## config.mk

```make
export PLATFORM = sky130hd
export DESIGN_NAME = id_fwd_stage
export DESIGN_NICKNAME = d
export VERILOG_FILES = /design/src/rtl/id_fwd_stage_pkg.sv /design/src/rtl/id_fwd_stage_mux.sv /design/src/rtl/id_fwd_stage.sv
export SDC_FILE = /design/constraint.sdc
export NUM_CORES = 1
export LEC_CHECK = 0
export BUFFER_PORTS_ARGS = -buffer_cell sky130_fd_sc_hd__buf_4
export CELL_PAD_IN_SITES_DETAIL_PLACEMENT = 1
export CELL_PAD_IN_SITES_GLOBAL_PLACEMENT = 1
export CORE_MARGIN = 8
export CORE_UTILIZATION = 32
export DETAILED_ROUTE_END_ITERATION = 8
export PLACE_DENSITY = 0.87
export REMOVE_ABC_BUFFERS = 1
export SYNTH_ARGS = -nofsm -noshare
export SYNTH_HDL_FRONTEND = slang
export SYNTH_SLANG_ARGS = --single-unit
```

## constraint.sdc

```tcl
create_clock -name clk -period 9.17 [get_ports clk]
set_input_delay 2.751 -clock clk [delete_from_list [all_inputs] [get_ports clk]]
set_output_delay 2.751 -clock clk [all_outputs]
set_load 0.005 [all_outputs]
```

## src/rtl/id_fwd_stage_pkg.sv

```systemverilog
// Shared widths and forwarding-stage indices for the decode/forwarding stage.
// Imported by id_fwd_stage and id_fwd_mux.
package id_fwd_stage_pkg;

  localparam int DEF_DATA_W    = 32;
  localparam int DEF_AW        = 5;
  localparam int DEF_NSRC      = 2;
  localparam int DEF_NFWD      = 3;
  localparam int DEF_PAYLOAD_W = 64;

  // Producer stage indices: youngest first, so lower index wins a match.
  localparam int FWD_ES = 0;
  localparam int FWD_MS = 1;
  localparam int FWD_WS = 2;

  localparam int STALL_CNT_W = 32;

endpackage

```

## src/rtl/id_fwd_stage_mux.sv

```systemverilog
// Per-source operand resolver: picks the youngest matching producer,
// falls back to the register file, and flags a block when that producer is not ready.
module id_fwd_mux
  import id_fwd_stage_pkg::*;
#(
  parameter int DATA_W = DEF_DATA_W,
  parameter int AW     = DEF_AW,
  parameter int NFWD   = DEF_NFWD
) (
  input  logic                   src_use,
  input  logic [AW-1:0]          src_addr,
  input  logic [DATA_W-1:0]      rf_rdata,
  input  logic [NFWD-1:0]        fwd_valid,
  input  logic [NFWD*AW-1:0]     fwd_dest,
  input  logic [NFWD*DATA_W-1:0] fwd_data,
  input  logic [NFWD-1:0]        fwd_data_ok,
  output logic [DATA_W-1:0]      value,
  output logic                   block
);

  logic found;

  always_comb begin
    value = rf_rdata;
    block = 1'b0;
    found = 1'b0;
    if (src_use) begin
      if (src_addr == '0) begin
        value = '0;
      end else begin
        // First hit from the young end decides both value and block.
        for (int k = 0; k < NFWD; k++) begin
          if (!found && fwd_valid[k] && (fwd_dest[k*AW +: AW] == src_addr)) begin
            found = 1'b1;
            value = fwd_data[k*DATA_W +: DATA_W];
            block = !fwd_data_ok[k];
          end
        end
      end
    end
  end

endmodule

```

## src/rtl/id_fwd_stage.sv

```systemverilog
// Decode stage with operand forwarding and load-use interlock.
// Optional stall_cnt output enabled by defining ID_FWD_STALL_CNT_EN.
module id_fwd_stage
  import id_fwd_stage_pkg::*;
#(
  parameter int DATA_W    = DEF_DATA_W,
  parameter int AW        = DEF_AW,
  parameter int NSRC      = DEF_NSRC,
  parameter int NFWD      = DEF_NFWD,
  parameter int PAYLOAD_W = DEF_PAYLOAD_W
) (
  input  logic                   clk,
  input  logic                   reset,
  input  logic                   flush,
  input  logic                   fs_to_ds_valid,
  input  logic [PAYLOAD_W-1:0]   fs_to_ds_bus,
  input  logic [NSRC*AW-1:0]     fs_src_addr,
  input  logic [NSRC-1:0]        fs_src_use,
  output logic                   ds_allowin,
  input  logic                   es_allowin,
  output logic                   ds_to_es_valid,
  output logic [PAYLOAD_W-1:0]   ds_to_es_bus,
  output logic [NSRC*DATA_W-1:0] ds_src_value,
  output logic [NSRC*AW-1:0]     rf_raddr,
  input  logic [NSRC*DATA_W-1:0] rf_rdata,
  input  logic [NFWD-1:0]        fwd_valid,
  input  logic [NFWD*AW-1:0]     fwd_dest,
  input  logic [NFWD*DATA_W-1:0] fwd_data,
`ifdef ID_FWD_STALL_CNT_EN
  output logic [STALL_CNT_W-1:0] stall_cnt,
`endif
  input  logic [NFWD-1:0]        fwd_data_ok
);

  logic                 ds_valid;
  logic [PAYLOAD_W-1:0] ds_bus;
  logic [NSRC*AW-1:0]   ds_src_addr;
  logic [NSRC-1:0]      ds_src_use;
  logic [NSRC-1:0]      src_block;
  logic                 ds_ready_go;
  logic                 ds_capture;

  assign ds_ready_go    = ~|src_block;
  assign ds_allowin     = !ds_valid || (ds_ready_go && es_allowin);
  assign ds_to_es_valid = ds_valid && ds_ready_go;
  // A flushed cycle captures nothing, so a dropped instruction leaves no residue.
  assign ds_capture     = fs_to_ds_valid && ds_allowin && !flush;

  assign ds_to_es_bus = ds_bus;
  assign rf_raddr     = ds_src_addr;

  always_ff @(posedge clk) begin
    if (reset) begin
      ds_valid    <= 1'b0;
      ds_bus      <= '0;
      ds_src_addr <= '0;
      ds_src_use  <= '0;
    end else begin
      if (flush) begin
        ds_valid <= 1'b0;
      end else if (ds_allowin) begin
        ds_valid <= fs_to_ds_valid;
      end
      if (ds_capture) begin
        ds_bus      <= fs_to_ds_bus;
        ds_src_addr <= fs_src_addr;
        ds_src_use  <= fs_src_use;
      end
    end
  end

  for (genvar i = 0; i < NSRC; i++) begin : g_src
    id_fwd_mux #(
      .DATA_W (DATA_W),
      .AW     (AW),
      .NFWD   (NFWD)
    ) u_mux (
      .src_use     (ds_src_use[i]),
      .src_addr    (ds_src_addr[i*AW +: AW]),
      .rf_rdata    (rf_rdata[i*DATA_W +: DATA_W]),
      .fwd_valid   (fwd_valid),
      .fwd_dest    (fwd_dest),
      .fwd_data    (fwd_data),
      .fwd_data_ok (fwd_data_ok),
      .value       (ds_src_value[i*DATA_W +: DATA_W]),
      .block       (src_block[i])
    );
  end

`ifdef ID_FWD_STALL_CNT_EN
  always_ff @(posedge clk) begin
    if (reset) begin
      stall_cnt <= '0;
    end else if (ds_valid && !ds_ready_go && (stall_cnt != '1)) begin
      stall_cnt <= stall_cnt + STALL_CNT_W'(1);
    end
  end
`endif

endmodule

```

== After elaboration in Yosys (flattened, before gate mapping) ==
Cells that the tools add are included.

* Output and inout bits: 140
* Flip-flop bits (word level): 77
* Logic and storage cells: 71

* Muxes and demuxes: 32
* Equal/unequal tests: 6
* Reduce and logical (&&, ||, !) cells: 29

{| class="wikitable"
|+ Operators with widths
! kind !! count
|-
| $mux W32 || 10
|-
| $eq A5 B5 Y1 || 6
|-
| $mux W1 || 22
|-
| $logic_and A1 B1 Y1 || 14
|-
| $logic_not A1 Y1 || 10
|-
| $logic_not A5 Y1 || 2
|-
| $reduce_or A2 Y1 || 2
|-
| $logic_or A1 B1 Y1 || 1
|}

== Longest topological paths before layout ==
Gate-level depths: netlist of the first run.

* Word-level depth: 23
* Mapped depth: 10
* Depth with buffers taken out: 7

== Cells and area by module ==
Synthesis of the first run repeated with hierarchy kept, for this count alone.

* Cell total of the unflattened synthesis: 686
* Area total of the unflattened synthesis: 6318.6 µm²

{| class="wikitable"
|+ By module, submodules not included
! module !! sequential area each (µm²) !! cells an instance !! instances !! area each (µm²)
|-
| id_fwd_mux || 0.0 || 254 || 2 || 1973.1
|-
| id_fwd_stage || 1541.5 || 178 || 1 || 2372.3
|}

== Worst setup path after synthesis of the first run ==
OpenSTA, ideal clock, no wires.

* Path kind: input port to output port
* From: input port fwd_dest[9]
* To: output port ds_src_value[1]
* Path buffers: 2
* Required time: 6.419 ns
* Path slack: 2.108 ns
* Stages: 8
* Arrival: 4.311 ns
* Cells stage by stage: xnor2_1 > nand3_1 > or3_1 > buf_2 > clkbuf_1 > mux2i_1 > o21ai_0 > a221o_1

* Cells in the longest elaborated chain, start to end: 11

{| class="wikitable"
|+ Ends and longest elaborated chain
! element !! RTL line !! text
|-
| start, declared || id_fwd_stage.sv:27 || <nowiki>input logic [NFWD*AW-1:0] fwd_dest,</nowiki>
|-
| $eq A5 B5 Y1 * || id_fwd_stage_mux.sv:33 || <nowiki>if (!found && fwd_valid[k] && (fwd_dest[k*AW +: AW] == src_addr)) begin</nowiki>
|-
| $logic_and A1 B1 Y1 * || id_fwd_stage_mux.sv:33 ||
|-
| $mux W1 || id_fwd_stage_mux.sv:33 ||
|-
| $mux W1 || id_fwd_stage_mux.sv:28 || <nowiki>if (src_addr == '0) begin</nowiki>
|-
| $mux W1 || id_fwd_stage_mux.sv:27 || <nowiki>if (src_use) begin</nowiki>
|-
| $logic_not A1 Y1 || id_fwd_stage_mux.sv:33 ||
|-
| $logic_and A1 B1 Y1 (2 in series) || id_fwd_stage_mux.sv:33 ||
|-
| $mux W32 * || id_fwd_stage_mux.sv:33 ||
|-
| $mux W32 * || id_fwd_stage_mux.sv:28 ||
|-
| $mux W32 * || id_fwd_stage_mux.sv:27 ||
|-
| end, declared || id_fwd_stage.sv:23 || <nowiki>output logic [NSRC*DATA_W-1:0] ds_src_value,</nowiki>
|}

Mark *: on every way between the ends. The rest lies on a longest branch, timed or not. The select of a mux whose other input is x is not followed.

== Worst setup path in the final report of the first run ==
* From: input port fwd_dest[7]
* To: output port ds_src_value[41]

The elaborated chain is that of the path after synthesis.

==> metrics, run 1 <==
VDD IR max 0.000104 V; Final #Nets 1394; DRT Pass-1 Iters 4; WL final 32.8 mm; Worst EP required 6.42 ns; row cnt 51; layout cells sized above 1 0.389; CP Class primary input to output port; dpl ws 1.32 ns; hold-critical path depth 2; DP HPWL 25.4 mm; commonest non-fill, non-tap cell in the layout buf_4; # setup viols final 0; antenna violations before repair 3; Clk pwr share 0.359; Inserted Clock Buffers 9; Fill cells 2357; fraction of the yosys area taken by sequential cells 0.243; PwrDens 112 mW/mm^2; post-CTS setup buffers 0; Net Sw Frac 0.279; H-Tree Depth 3; logic gate share of total power 0.310; root buf cell clkbuf_16; Port Buffer Count 401; worst skew pair latency 0.34 ns; clk slew on worst S/H paths 0.06 ns; final period utilization 0.860; Post-Syn Area 0.00635 sq mm; leak pwr 4.51 nW; Routed wire per std cell 23.3 um; Post-CTS Resized 0; Post-CTS Hold Fix Bufs 0; Final Total Pwr 1.11 mW; worst-path fanout max 21; clock buffer depth 2; slowest cell on the critical path nor2_4; Final GP Congestion 0.897; CTS tree yes; f_max 0.127 GHz; NetSw 0.309 mW; Worst-Margin Slew 1.06 ns; Seq cells post-synth 77; register share of total power 0.332; Initial Util 0.326; Final min period 7.89 ns; flop2flop setup slack 5.50 ns; Die ar. 0.0246 sq mm; Syn Inst Count 769; DR iter-0 viols 322; max-slew violations 0; Die H 157 um; Final Hold Vio Count 0; Worst Reg2Reg Path Length in Cells 8; Core Footprint 0.0195 sq mm; count of cell types in the netlist 35; Tot GR Track Use 0.252; DP Area 0.00955 sq mm; GRT Residual Overflow 0; Max Cap Viol 0; total internal power 0.798 mW; Die X 157 um; Yosys warning total 0; setup_tns 0 ns; CTS Sinks 77; Area growth syn-to-layout 55.6%; most frequent CP cell buf_4; final core occ 0.508; synthesized area per cell 8.26 sq um; RSZ-0062 raised after global routing no; number of global-route vias before repair 8223; pin count of the biggest net entering global routing 154; worst path arrival time 5.13 ns; max incr delay on CP 0.73 ns; worst hold path class flip-flop to flip-flop; most frequent cells in the layout buf_4 (415), nand2b_1 (153), mux2i_1 (140); DR vias 7471; final worst slack 1.28 ns; critical path startpoint category primary input; CP endpoint kind output port; cell area after layout 0.00989 sq mm; post-detailed-route count of antenna-violating nets 0; status completed; DRC viols 0; first-pass GRT wire length 47.8 mm; vias per cell 5.32; worst path cell trace buf_4 -> xnor2_1 -> nand3_1 -> nor2_4 -> buf_4 -> mux2i_1 -> a2bb2oi_1 -> o21ai_0 -> buf_4; Rel. slew slack 0.291; I/O pin cnt 402; clk_skew 0.0109 ns
==> kinds of logic (layout without fill, tap and decap cells) <==
| family | Yosys count | count (layout) | share of synthesized area |
|---|---|---|---|
| AND/OR/NAND/NOR | 283 | 283 | 0.261 |
| AO/OA/AOI/OAI | 173 | 173 | 0.187 |
| multiplexers | 140 | 140 | 0.221 |
| flip-flops | 77 | 77 | 0.243 |
| buffers and inverters | 66 | 434 | 0.0469 |
| XOR/XNOR | 30 | 30 | 0.0414 |
| other | 0 | 3 | 0 |
==> registers in the layout (all words and copies together) (netlist names) <==
signal / cells
rf_raddr: 10
ds_to_es_bus: 64
ds_valid: 1
ds_src_use: 2
==> routing by layer <==
layer,GRT usage,share of wire
met5,0,0
met4,0.126,0.048
met3,0.0913,0.11
met2,0.442,0.49
met1,0.263,0.35
==> worst max-delay path: cells and delay by family <==
family | cells | cell delay (ns)
xor gates and xnor gates | 1 | 0.23
and+or+nand+nor | 2 | 0.91
buffers and inverters | 3 | 0.67
AOI/OAI and AO/OA | 2 | 0.28
muxes | 1 | 0.25
==> per-stage QoR <==
| stage | instances | hold WS [ns] |
|---|---|---|
| floorplan | 706 | 0.464 |
| global placement | 1386 | 0.458 |
| detailed placement | 1386 | 0.465 |
| CTS | 1402 | 0.481 |
| global route | 1405 | 0.493 |
| finish | 1405 | 0.475 |
==> worst paths after layout <==
| path | from | end |
|---|---|---|
| hold / removal | ds_to_es_bus[59]$_SDFFE_PP0P_ | ds_to_es_bus[59]$_SDFFE_PP0P_ |
| setup / recovery | fwd_dest[7] | ds_src_value[41] |
| setup reg to reg | rf_raddr[0]$_SDFFE_PP0P_ | ds_to_es_bus[42]$_SDFFE_PP0P_ |
| hold reg to reg | ds_to_es_bus[59]$_SDFFE_PP0P_ | ds_to_es_bus[59]$_SDFFE_PP0P_ |
==> power groups by stage <==
stage	sequential (mW)	clock [mW]	combinational (mW)
6_report	0.367	0.397	0.343
5_1_grt	0.369	0.420	0.370
4_1_cts	0.367	0.405	0.344
3_5_place_dp	0.374	0	0.343
3_3_place_gp	0.373	0	0.334
2_1_floorplan	0.375	0	0.133
==> cell type report <==
type	instances	area (sq um)	area share
antenna	3	7.51	0.000759
clock buffer	10	239	0.0242
clock inverter	6	92.6	0.00936
inverter	3	11.3	0.00114
multi-input combinational	626	4550	0.460
sequential	77	1540	0.156
tap	265	332	0.0335
timing repair buffer	415	3120	0.315
==> synth_stat cells (all sizes together) <==
cell type	count	area (sq um)
clkbuf	51	191
a221o	32	320
nand2	36	135
and4b	2	20.0
o21a	1	7.51
nand2b	153	957
a2bb2oi	32	280
or3	1	6.26
nor2	7	26.3
a2111oi	1	27.5
nor3	6	30.0
nor3b	1	7.51
a21oi	33	165
o21ai	68	340
nand3	7	35.0
inv	3	11.3
or2	1	6.26
a211oi	3	27.5
nor2b	64	400
xor2	10	87.6
dfxtp	77	1540
mux2i	140	1400
nand4	2	12.5
o22ai	1	6.26
nand3b	1	7.51
o211ai	1	7.51
xnor2	20	175
a311oi	1	8.76
or4	2	15.0
buf	12	95.1
(Power assumes the default switching activity.)
==> run 2, diff against run 1 <==
ABC_AREA = 1   (was not set)
CORE_UTILIZATION = 29   (was 32)
PLACE_DENSITY = 0.86   (was 0.87)
==> metrics, run 2 <==
status completed; vias per cell 5.24; Fill cells 2996; root buf cell clkbuf_16; clk slew on worst S/H paths 0.06 ns; post-synthesis compound-gate area fraction 0.331; Rel. slew slack 0.228; Seq cells post-synth 77; dpl cells 1766; CTS Sinks 77; # setup viols final 0; max-slew violations 0; worst hold path class flip-flop to flip-flop; most frequent cells in the layout buf_4 (416), o21ai_0 (258), nand2_1 (217); PwrDens 113 mW/mm^2; cell area after layout 0.00982 sq mm; Post-CTS Hold Fix Bufs 0; count of cell types in the netlist 20; CP endpoint kind output port; layout cells sized above 1 0.294; Final min period 7.91 ns; Tot GR Track Use 0.249; worst r2r src rf_raddr[0]$_SDFFE_PP0P_; critical path startpoint category primary input; synth top area cells dfxtp_1 (24%), o21ai_0 (20%), nand2_1 (13%); pin count of the biggest net entering global routing 118; largest family of logic cells by synthesized area compound AO/OA/AOI/OAI gates; worst path bufs/invs 6; f_max 0.126 GHz; dpl ws 1.33 ns; CP Class primary input to output port; worst path cell trace buf_4 -> inv_1 -> nand2_1 -> nand2_1 -> nor2_1 -> nand3_2 -> buf_4 -> nand2_1 -> inv_1 -> buf_4 -> nand2_1 -> a31oi_1 -> o21ai_0 -> o21ai_0 -> buf_4; hold-critical path depth 2; Max Cap Viol 0; setup_tns 0 ns; max incr delay on CP 0.47 ns; Synth Area in Simple Gates 0.263; first-pass GRT wire length 53.3 mm; Area growth syn-to-layout 53.0%; DR iter-0 viols 651; Yosys warning total 0; row cnt 54; DP Area 0.00951 sq mm; final core occ 0.451; post-synthesis mux area share 0; GRT Residual Overflow 0; flop2flop setup slack 5.06 ns; DR vias 9377; Final #Nets 1759; DP HPWL 27.7 mm; Final GP Congestion 0.923; most common cell in the netlist o21ai_0; CTS tree yes; WL final 36.1 mm; Worst-Margin Slew 1.16 ns; Port Buffer Count 401; fin cells 1790; Critical R2R Capture ds_to_es_bus[55]$_SDFFE_PP0P_; Inserted Clock Buffers 9; synthesized area per cell 5.52 sq um; Yosys top cell by area dfxtp_1; Min Hold Slack 0.483 ns; I/O pin cnt 402; Synth Area in XOR/XNOR 0; leak pwr 5.02 nW; clock buffer depth 2; number of flip-flops in the largest register 64; post-CTS setup buffers 0; Synth async-reset ratio 0; Die X 165 um; VDD IR max 0.000102 V; post-detailed-route count of antenna-violating nets 0; Post-Syn Area 0.00642 sq mm; final period utilization 0.863; Worst Reg2Reg Path Length in Cells 15; Die H 165 um; clk_skew 0.00771 ns; Min-Delay Endpoint ds_to_es_bus[30]$_SDFFE_PP0P_; Final Hold Vio Count 0; Post-synth top cells o21ai_0 (258), nand2_1 (217), inv_1 (172), nor2_1 (102), nand3_1 (86); worst path arrival time 5.16 ns; RSZ-0062 raised after global routing no; H-Tree Depth 3; fraction of the yosys area taken by sequential cells 0.240; Die ar. 0.0271 sq mm; Core Footprint 0.0218 sq mm; Hold Crit Start ds_to_es_bus[30]$_SDFFE_PP0P_; top_reg_cell synth dfxtp_1; DRT Pass-1 Iters 5; slowest cell on the critical path buf_4; DRC viols 0; number of global-route vias before repair 9535; worst skew pair latency 0.33 ns; Post-CTS Resized 0; Routed wire per std cell 20.1 um; final worst slack 1.26 ns; Synth Area in Adders 0; Post-synth EDFFs 0; top cell family by delay on the critical path buffers and inverters; antenna violations before repair 8; Synth top area share 0.240; Final Total Pwr 1.11 mW; Initial Util 0.295; Syn Inst Count 1162; Worst EP required 6.42 ns; commonest non-fill, non-tap cell in the layout buf_4; worst-path fanout max 66
-- run 2: logic make-up (layout without fill, tap and decap cells) --
| kind of cell | after synthesis | count (layout) |
|---|---|---|
| and+or+nand+nor | 413 | 413 |
| AOI/OAI and AO/OA | 407 | 407 |
| buffers and inverters | 265 | 605 |
| DFF | 77 | 77 |
| other | 0 | 8 |
-- run 2: worst register-to-register path, delay by kind of cell, from the launching register on --
kind	cells	cell delay, ns
and+or+nand+nor	12	2.01
buffers and inverters	3	1.55
DFF	1	0.42
-- run 2: power by group --
group / internal [mW] / switching (mW)
clock: 0.218 / 0.140
sequential: 0.358 / 0.0178
combinational: 0.188 / 0.187
total: 0.763 / 0.345
-- run 2: how the worst max path moves through the flow --
stage / start / end / slack (ns) / depth (start not counted)
2_1_floorplan: fwd_dest[0] / ds_allowin / -0.13 / 11
3_3_place_gp: fwd_dest[9] / ds_src_value[13] / 1.44 / 15
4_1_cts: fwd_dest[8] / ds_src_value[36] / 1.31 / 15
6_report: fwd_dest[4] / ds_src_value[1] / 1.26 / 15
3_5_place_dp: fwd_dest[4] / ds_src_value[1] / 1.33 / 15
5_1_grt: fwd_dest[3] / ds_src_value[13] / 0.98 / 15
-- run 2: routing by layer --
layer / global-route usage / wire length, um / up-vias
met5: 0 / 0 / -
met4: 0.0893 / 978 / 0
met3: 0.0935 / 4160 / 53
met2: 0.438 / 17600 / 414
met1: 0.268 / 13300 / 4421
li1: - / - / 4489
-- run 2: area by class of cell --
cell class                 instances  area [sq um]  share of cell area
inverter                         173           649              0.0661
clock inverter                     4          47.5             0.00484
tap                              280           350              0.0357
multi-input combinational        820          3840               0.391
sequential                        77          1540               0.157
antenna                            8          20.0             0.00204
timing repair buffer             416          3120               0.318
clock buffer                      12           246              0.0251
==> run 3, diff against run 2 <==
CORE_UTILIZATION = 31   (was 29)
PLACE_DENSITY = 0.87   (was 0.86)
SYNTH_HIERARCHICAL = 1   (was not set)
==> metrics, run 3 <==
Post-synth top cells nand2_1 (407), nand3_1 (270), inv_1 (231), nor2_1 (215), a21oi_1 (79); Hold Crit Start ds_to_es_bus[8]$_SDFFE_PP0P_; max-slew violations 0; setup_tns 0 ns; Area growth syn-to-layout 43.3%; CTS tree yes; clk slew on worst S/H paths 0.06 ns; dpl ws 0.998 ns; Final #Nets 2088; commonest non-fill, non-tap cell in the layout buf_4; DRC viols 0; DR iter-0 viols 750; status completed; synth top area cells dfxtp_1 (20%), nand2_1 (20%), nand3_1 (17%); dpl cells 2145; worst r2r src rf_raddr[9]$_SDFFE_PP0P_; Yosys warning total 6; pin count of the biggest net entering global routing 112; Post-synth EDFFs 0; Syn Inst Count 1500; Final GP Congestion 0.909; most frequent cells in the layout buf_4 (423), nand2_1 (407), nand3_1 (270); RSZ-0062 raised after global routing no; flop2flop setup slack 4.64 ns; fraction of the yosys area taken by sequential cells 0.198; Post-Syn Area 0.00780 sq mm; Core Footprint 0.0250 sq mm; DP HPWL 31.8 mm; post-CTS setup buffers 0; Post-CTS Resized 0; number of global-route vias before repair 11600; leak pwr 6.58 nW; Final Hold Vio Count 0; # setup viols final 0; CP startpoint fwd_dest[1]; Worst Reg2Reg Path Length in Cells 18; Rel. slew slack 0.251; Tot GR Track Use 0.268; post-detailed-route count of antenna-violating nets 0; clock buffer depth 2; Port Buffer Count 401; Worst EP required 6.42 ns; Initial Util 0.313; GRT Residual Overflow 0; Critical R2R Capture ds_to_es_bus[11]$_SDFFE_PP0P_; number of flip-flops in the largest register 64; f_max 0.122 GHz; count of cell types in the netlist 24; DR vias 11300; Inserted Clock Buffers 9; row cnt 58; Yosys top cell by area dfxtp_1; antenna violations before repair 4; worst hold path class flip-flop to flip-flop; Die H 175 um; fin cells 2165; Worst-Margin Slew 1.12 ns; CP endpoint kind output port; DRT Pass-1 Iters 5; worst skew pair latency 0.34 ns; layout cells sized above 1 0.256; Die ar. 0.0305 sq mm; Synth top area share 0.198; critical path startpoint category primary input; WL final 43.0 mm; final worst slack 0.982 ns; Post-CTS Hold Fix Bufs 0; worst path arrival time 5.44 ns; most common cell in the netlist nand2_1; hold-critical path depth 2; Die X 175 um; Min-Delay Endpoint ds_to_es_bus[8]$_SDFFE_PP0P_; clk_skew 0.00936 ns; worst-path fanout max 34; CTS Sinks 77; Final min period 8.19 ns; Max Cap Viol 0; PwrDens 110 mW/mm^2; first-pass GRT wire length 65.6 mm; final period utilization 0.893; synthesized area per cell 5.20 sq um; top_reg_cell synth dfxtp_1; VDD IR max 0.000106 V; I/O pin cnt 402; Final Total Pwr 1.23 mW; CP Class primary input to output port; Seq cells post-synth 77; Min Hold Slack 0.480 ns; vias per cell 5.21; H-Tree Depth 3; Synth async-reset ratio 0; Routed wire per std cell 19.9 um; root buf cell clkbuf_16
==> run 3: routing by layer <==
metal  GRT usage  vias up  part of all wire  wire length [um]
met5           0        -                 0                 0
met4       0.115        0             0.041              1760
met3      0.0866      103              0.10              4450
met2       0.465      529              0.48             20800
met1       0.294     5301              0.37             16000
li1            -     5340                 -                 -
==> run 3: through the flow <==
stage,area [sq um],utilization
finish,11200,0.448
global route,11200,0.448
detailed placement,10900,0.435
floorplan,7220,-
global placement,10900,0.435
CTS,11200,0.447
==> run 3: worst max-delay path by stage <==
stage | end | slack [ns] | cells past startpoint
5_1_grt | ds_src_value[0] | 0.80 | 13
6_report | ds_src_value[0] | 0.98 | 14
4_1_cts | ds_src_value[0] | 1.0 | 14
3_5_place_dp | ds_src_value[0] | 1.0 | 14
3_3_place_gp | ds_src_value[0] | 1.08 | 14
2_1_floorplan | ds_allowin | -0.04 | 8
==> run 3: critical path: stages <==
cell     delay [ns]
buf_4          0.10
inv_1          0.04
nand2_1        0.05
o21ai_1        0.10
nor2_4         0.08
buf_4          0.38
nand3_4        0.54
nand3_2        0.45
buf_4          0.40
nor2_1         0.08
nor2_1         0.10
nand2_1        0.07
nand2_1        0.10
buf_4          0.13
==> run 3: cell families (layout without fill, tap and decap cells) <==
group / Yosys count / in the layout / share of synthesized area
DFF: 77 / 77 / 0.198
buffers and inverters: 350 / 681 / 0.191
other: 0 / 4 / 0
and+or+nand+nor: 982 / 982 / 0.553
AOI/OAI and AO/OA: 91 / 91 / 0.0590
==> run 3: where the power goes <==
group          total, mW  internal [mW]  leakage [nW]  switching [mW]
clock network      0.382          0.239         0.153           0.143
logic              0.473          0.211          5.79           0.262
registers          0.375          0.358         0.635          0.0176
total               1.23          0.807          6.58           0.423
==> run 3: layout make-up <==
class / instances / area (sq um)
diodes: 4 / 10.0
clock buffers: 10 / 229
clock inverters: 6 / 86.3
fillers: 3597 / 13800
inverters: 242 / 908
multi-input cells: 1073 / 4820
flip-flops and latches: 77 / 1540
well taps: 330 / 413
repair buffers: 423 / 3180
